$ cat config.mk
export PLATFORM = sky130hd
export DESIGN_NAME = bin_to_bcd_seq_flat
export DESIGN_NICKNAME = d
export VERILOG_FILES = /design/src/rtl/bcd_pkg.sv /design/src/rtl/bin_to_bcd_seq_if.sv /design/src/rtl/bcd_digit_adj.sv /design/src/rtl/bin_to_bcd_seq.sv /design/src/flat_wrapper.sv
export SDC_FILE = /design/constraint.sdc
export NUM_CORES = 1
export LEC_CHECK = 0
export BUFFER_PORTS_ARGS = -buffer_cell sky130_fd_sc_hd__buf_2
export CORE_UTILIZATION = 35
export CTS_BUF_LIST = sky130_fd_sc_hd__clkbuf_4
export CTS_CLUSTER_DIAMETER = 40
export CTS_CLUSTER_SIZE = 8
export DETAILED_ROUTE_END_ITERATION = 7
export PLACE_DENSITY = 0.53
export SLEW_MARGIN = 5
export SYNTH_ARGS = -nofsm -noshare
export SYNTH_HDL_FRONTEND = slang
export SYNTH_SLANG_ARGS = --single-unit
$ cat constraint.sdc
create_clock -name i_Clk -period 2.4 [get_ports i_Clk]
set_input_delay 0.24 -clock i_Clk [delete_from_list [all_inputs] [get_ports i_Clk]]
set_output_delay 0.24 -clock i_Clk [all_outputs]
set_load 0.01 [all_outputs]
$ cat src/rtl/bcd_pkg.sv
// rtl/bcd_pkg.sv - shared types, constants and helpers for the binary-to-BCD converter
package bcd_pkg;

  typedef enum logic [1:0] {IDLE, SHIFT, DONE} state_e;

  localparam int BCD_DIGIT_W = 4;
  localparam int ADD3_THRESH = 5;

  function automatic int cnt_width(input int w);
    return (w <= 1) ? 1 : $clog2(w);
  endfunction

  function automatic longint unsigned pow10(input int n);
    longint unsigned p;
    p = 1;
    for (int i = 0; i < n; i++) p = p * 10;
    return p;
  endfunction

endpackage

$ cat src/rtl/bin_to_bcd_seq_if.sv
// rtl/bin_to_bcd_seq_if.sv - start/busy/done handshake and result bundle of the BCD converter
interface bin_to_bcd_seq_if
  import bcd_pkg::*;
#(
  parameter int IN_WIDTH   = 8,
  parameter int NUM_DIGITS = 3
);
  logic                              start;
  logic [IN_WIDTH-1:0]               binary;
  logic                              busy;
  logic                              done;
  logic [BCD_DIGIT_W*NUM_DIGITS-1:0] bcd;
  logic [NUM_DIGITS-1:0]             blank;

  modport master (output start, binary, input busy, done, bcd, blank);
  modport slave  (input start, binary, output busy, done, bcd, blank);
endinterface

$ cat src/rtl/bcd_digit_adj.sv
// rtl/bcd_digit_adj.sv - combinational double-dabble cell: a digit of 5 or more gets +3
module bcd_digit_adj
  import bcd_pkg::*;
(
  input  logic [BCD_DIGIT_W-1:0] digit,
  output logic [BCD_DIGIT_W-1:0] adjusted
);
  assign adjusted = (digit >= BCD_DIGIT_W'(ADD3_THRESH)) ? digit + BCD_DIGIT_W'(3) : digit;
endmodule

$ cat src/rtl/bin_to_bcd_seq.sv
// rtl/bin_to_bcd_seq.sv - iterative shift-and-add-3 binary to packed BCD converter, one bit per clock
// Optional leading-zero blank flags when BIN_TO_BCD_BLANK_EN is defined.
module bin_to_bcd_seq
  import bcd_pkg::*;
#(
  parameter int IN_WIDTH   = 8,
  parameter int NUM_DIGITS = 3
)(
  input  logic i_Clk,
  input  logic i_Rst_L,
  bin_to_bcd_seq_if.slave bus
);
  localparam int BCD_W = BCD_DIGIT_W * NUM_DIGITS;
  localparam int CNT_W = cnt_width(IN_WIDTH);

  if (pow10(NUM_DIGITS) < (64'd1 << IN_WIDTH)) begin : g_digit_check
    $error("bin_to_bcd_seq: NUM_DIGITS too small to hold 2^IN_WIDTH-1");
  end

  state_e              state;
  logic [IN_WIDTH-1:0] shreg;
  logic [BCD_W-1:0]    scratch;
  logic [BCD_W-1:0]    adj;
  logic [BCD_W-1:0]    scratch_nxt;
  logic [CNT_W-1:0]    cnt;

  for (genvar g = 0; g < NUM_DIGITS; g++) begin : g_adj
    bcd_digit_adj u_adj (
      .digit    (scratch[g*BCD_DIGIT_W +: BCD_DIGIT_W]),
      .adjusted (adj[g*BCD_DIGIT_W +: BCD_DIGIT_W])
    );
  end

  // The top adjusted bit drops off; it is always 0 when NUM_DIGITS is sized correctly.
  assign scratch_nxt = {adj[BCD_W-2:0], shreg[IN_WIDTH-1]};

`ifdef BIN_TO_BCD_BLANK_EN
  logic [NUM_DIGITS-1:0] blank_nxt;
  logic                  zero_above;

  always_comb begin
    blank_nxt  = '0;
    zero_above = 1'b1;
    for (int k = NUM_DIGITS - 1; k >= 1; k--) begin
      zero_above   = zero_above && (scratch_nxt[k*BCD_DIGIT_W +: BCD_DIGIT_W] == '0);
      blank_nxt[k] = zero_above;
    end
  end
`else
  assign bus.blank = '0;
`endif

  always_ff @(posedge i_Clk or negedge i_Rst_L) begin
    if (!i_Rst_L) begin
      state    <= IDLE;
      shreg    <= '0;
      scratch  <= '0;
      cnt      <= '0;
      bus.busy <= 1'b0;
      bus.done <= 1'b0;
      bus.bcd  <= '0;
`ifdef BIN_TO_BCD_BLANK_EN
      bus.blank <= '0;
`endif
    end else begin
      bus.done <= 1'b0;
      case (state)
        IDLE: begin
          if (bus.start) begin
            shreg    <= bus.binary;
            scratch  <= '0;
            cnt      <= '0;
            bus.busy <= 1'b1;
            state    <= SHIFT;
          end
        end
        SHIFT: begin
          scratch <= scratch_nxt;
          shreg   <= shreg << 1;
          cnt     <= cnt + CNT_W'(1);
          if (cnt == CNT_W'(IN_WIDTH - 1)) begin
            bus.bcd  <= scratch_nxt;
            bus.done <= 1'b1;
`ifdef BIN_TO_BCD_BLANK_EN
            bus.blank <= blank_nxt;
`endif
            state    <= DONE;
          end
        end
        DONE: begin
          bus.busy <= 1'b0;
          state    <= IDLE;
        end
        default: begin
          bus.busy <= 1'b0;
          state    <= IDLE;
        end
      endcase
    end
  end

endmodule

$ cat src/flat_wrapper.sv
// flat-port wrapper written by rule: the top's interface ports become plain ports
module bin_to_bcd_seq_flat import bcd_pkg::*;
#(
  parameter int IN_WIDTH   = 8,
  parameter int NUM_DIGITS = 3
)
  (i_Clk, i_Rst_L, bus_start, bus_binary, bus_busy, bus_done, bus_bcd, bus_blank);
  bin_to_bcd_seq_if #(.IN_WIDTH(IN_WIDTH), .NUM_DIGITS(NUM_DIGITS)) bus_i ();
  input  logic i_Clk;
  input  logic i_Rst_L;
  input wire logic [$bits(bus_i.start)-1:0] bus_start;
  input wire logic [$bits(bus_i.binary)-1:0] bus_binary;
  output wire logic [$bits(bus_i.busy)-1:0] bus_busy;
  output wire logic [$bits(bus_i.done)-1:0] bus_done;
  output wire logic [$bits(bus_i.bcd)-1:0] bus_bcd;
  output wire logic [$bits(bus_i.blank)-1:0] bus_blank;
  assign bus_i.start = bus_start;
  assign bus_i.binary = bus_binary;
  assign bus_busy = bus_i.busy;
  assign bus_done = bus_i.done;
  assign bus_bcd = bus_i.bcd;
  assign bus_blank = bus_i.blank;
  bin_to_bcd_seq #(.IN_WIDTH(IN_WIDTH), .NUM_DIGITS(NUM_DIGITS)) u_core (.i_Clk(i_Clk), .i_Rst_L(i_Rst_L), .bus(bus_i));
endmodule
==> qor.csv <==
stage;metric;value;unit
global_routing;initial antenna violation count;0;
synth;Post-Synthesis Cells;183;
route;# DRC;0;
power_and_ir_drop;sequential power share;44.2;%
synth;most used standard cell by instance count after synthesis;dfrtp_1;
die;I/O pins;28;
synth;number of synthesized flops with an enable pin;0;
timing;relative slew slack;42.89;%
power_and_ir_drop;Leakage Power;0.0009948;µW
clock_network;CTS tree;yes;
clock_network;number of H-tree levels;2;
placement;IO Port Bufs;24;
setup_path;Worst setup EP type;flip-flop;
power_and_ir_drop;P_int;1592;µW
layout;share of cells above drive strength 1;20.87;%
clock_network;post-CTS setup buffer count;0;
timing;final setup fails;0;
setup_path;Max stage delay cell, worst path;dfrtp_1;
route;Via-to-Cell Ratio;4.721;
synth;post-synthesis cell type count;27;
timing;TNS Setup;0;ns
placement;GP Congestion;0.6771;
power_and_ir_drop;Net Sw Frac;39.80;%
timing;WHS;-0.01975;ns
route;DR WL/cell;12.56;µm
layout;Reg area;975.9;µm²
timing;RSZ-0062 raised after global routing;false;
clock_network;cts bufs inserted;5;
timing;max-slew violations;0;
layout;diode count;0;
power_and_ir_drop;Pwr per Cell Area;1268;nW/µm²
synth;flops & latches, synth;39;
global_routing;GRT overflow;0;
setup_path;WP buf/inv;1;
clock_network;Worst-path clk slew;0.12;ns
setup_path;Crit Path Max Fanout;5;
clock_network;CTS sink cnt;39;
synth;post-synthesis async set-or-reset flop share;100.0;%
synth;Area contributors post-synth;dfrtp_1 52%, o21ai_0 6.7%, ha_1 5.3%;
setup_path;worst path cell trace;inv_1 > ha_1 > nand2b_1 > a21oi_1 > mux2_2 > o21ai_0;
synth;top_reg_cell synth;dfrtp_1;
setup_path;Reg2Reg Setup Slack;0.74;ns
clock_network;post-cts resize count;0;
setup_path;Reg-to-Reg Start;u_core.scratch[1];
hold_path;worst hold path class;input pin to asynchronous set/reset pin;
synth;share of the synthesized area in the top cell type;52.14;%
clock_network;cts-stage hold buffer count;0;
setup_path;CP arrival;1.95;ns
layout;synthesis-to-finish area growth;11.36;%
synth;Netlist Area Pre-Place;1872;µm²
power_and_ir_drop;Clk pwr share;13.5;%
die;Core Box Area;5140;µm²
setup_path;reg-to-reg endpoint;u_core.scratch[2];
route;vias;1303;
timing;Setup Skew;0.01012;ns
route;Antenna Nets Post-Route;0;
clock_network;worst-skew pair later-pin latency;0.35;ns
synth;Syn Area/Cell;10.23;µm²
route;drt total wl;3467;µm
layout;# fillers;525;
clock_network;root buf cell;clkbuf_4;
layout;fin nets;224;
setup_path;path depth of the worst reg2reg path;6;
timing;final worst path period share;69.33;%
die;initial core utilization;36.42;%
setup_path;max incr delay on CP;0.42;ns
run_status;status;finished with violations;
route;drt pass-1 iters;4;
timing;Slew @ Worst Pin;0.8566;ns
run;MaxCap Viol Count;0;
power_and_ir_drop;Sw Pwr;1052;µW
die;Die Wd;75.13;µm
placement;DP Wirelength;2246;µm
timing;Final Hold Viols;29;
global_routing;first-pass GRT wire length;5809;µm
global_routing;vias in the first global route;1203;
route;drt initial violations;45;
layout;Multi-input gate area;802.0;µm²
setup_path;critical path's top delay family;flip-flops;
synth;Synth warnings;0;
layout;Final Util;40.56;%
clock_network;clock buffer depth;2;
synth;post-synthesis sequential area ratio;52.14;%
die;Cell Rows;26;
synth;Synth top cells by count;39 x dfrtp_1, 25 x o21ai_0, 18 x nand2_1;
synth;area leader, netlist;dfrtp_1;
run_status;failing checks;negative hold slack;
die;DIE HEIGHT;75.13;µm
global_routing;pin count of the biggest net entering global routing;40;
setup_path;WS Path Type;flip-flop to flip-flop;
timing;top achievable clock speed;601.0;MHz
power_and_ir_drop;worst vdd ir;0.3701;mV
die;die area;5645;µm²
power_and_ir_drop;Comb pwr share;42.3;%
setup_path;WP data required;2.68;ns
timing;Min Clock Period, post-route;1.664;ns
setup_path;Worst setup SP type;flip-flop;
global_routing;gr usage total;14.13;%
## power by group through the flow
| stage | clock, µW | combinational [µW] | sequential [µW] |
|---|---|---|---|
| detailed placement | 0 | 1140 | 1180 |
| finish | 358 | 1120 | 1170 |
| global route | 396 | 1300 | 1220 |
| floorplan | 0 | 847 | 1160 |
| global placement | 0 | 1120 | 1180 |
| CTS | 376 | 1140 | 1170 |
## flip-flops by register name, summed over array words and instances (netlist names)
signal,cells
u_core.bus.bcd,12
u_core.bus.busy,1
u_core.bus.done,1
u_core.cnt,3
u_core.scratch,12
u_core.shreg,8
u_core.state,2
## layout make-up
type	instances	share of cell area, %
timing repair buffer	25	6.122
sequential	39	46.82
multi-input combinational	125	38.48
tap	70	4.202
clock inverter	1	0.2401
clock buffer	7	2.521
inverter	9	1.621
## logic make-up after synthesis
logic type / count (synthesis) / synth area share [%]
AOI/OAI and AO/OA: 59 / 18.65
and+or+nand+nor: 45 / 12.70
DFF: 39 / 52.14
buffers and inverters: 21 / 5.414
adders and majority gates: 8 / 5.348
muxes: 7 / 4.144
xor gates and xnor gates: 3 / 1.404
other: 1 / 0.2003
## routing by layer
metal | share of wire, % | track usage, % | up-vias
li1 | - | - | 670
met1 | 50 | 19.41 | 607
met2 | 44 | 20.82 | 20
met3 | 3.3 | 4.418 | 6
met4 | 1.7 | 5.556 | 0
met5 | 0 | 0 | -
## metrics by stage
stage | setup WS (ns) | hold slack (ns) | instance area [µm²] | std cells | power, µW
finish | 0.7361 | -0.01975 | 2085 | 276 | 2644
global route | 0.5767 | 0.03731 | 2085 | 276 | 2909
CTS | 0.7295 | 0.01816 | 2085 | 276 | 2686
detailed placement | 0.7638 | 0.4159 | 2027 | 268 | 2314
global placement | 0.7942 | 0.4157 | 2027 | 268 | 2304
floorplan | 0.8736 | -0.05559 | 1879 | 185 | 2009
## worst max path at each step
stage / start / end / cells after the start
final: u_core.scratch[1] / u_core.scratch[2] / 6
after detailed placement: u_core.scratch[0] / u_core.scratch[2] / 6
after global routing: u_core.scratch[1] / u_core.scratch[2] / 6
after CTS: u_core.scratch[1] / u_core.scratch[2] / 6
after floorplan: u_core.scratch[0] / u_core.scratch[2] / 6
after global placement: u_core.state[0] / u_core.bus.bcd[6] / 4
## worst register-to-register path, stage by stage (launching register included)
cell	delay (ns)
dfrtp_1	0.42
inv_1	0.10
ha_1	0.24
nand2b_1	0.09
a21oi_1	0.23
mux2_2	0.37
o21ai_0	0.14
## layout by cell type (no fill, tap or decap), types with 4 or more instances in the layout
| cell | synthesis | routed |
|---|---|---|
| nand2b_1 | 4 | 4 |
| inv_1 | 8 | 8 |
| dfrtp_1 | 39 | 39 |
| a22o_1 | 6 | 6 |
| ha_1 | 8 | 8 |
| a22oi_1 | 7 | 7 |
| o21ai_0 | 25 | 25 |
| nand2_1 | 18 | 18 |
| a21oi_1 | 16 | 16 |
| nor2b_1 | 10 | 10 |
| nor3b_1 | 5 | 5 |
| mux2_2 | 5 | 5 |
| clkbuf_4 | 0 | 7 |
| buf_2 | 3 | 24 |
Note: power is estimated with default switching activity, not from simulation.
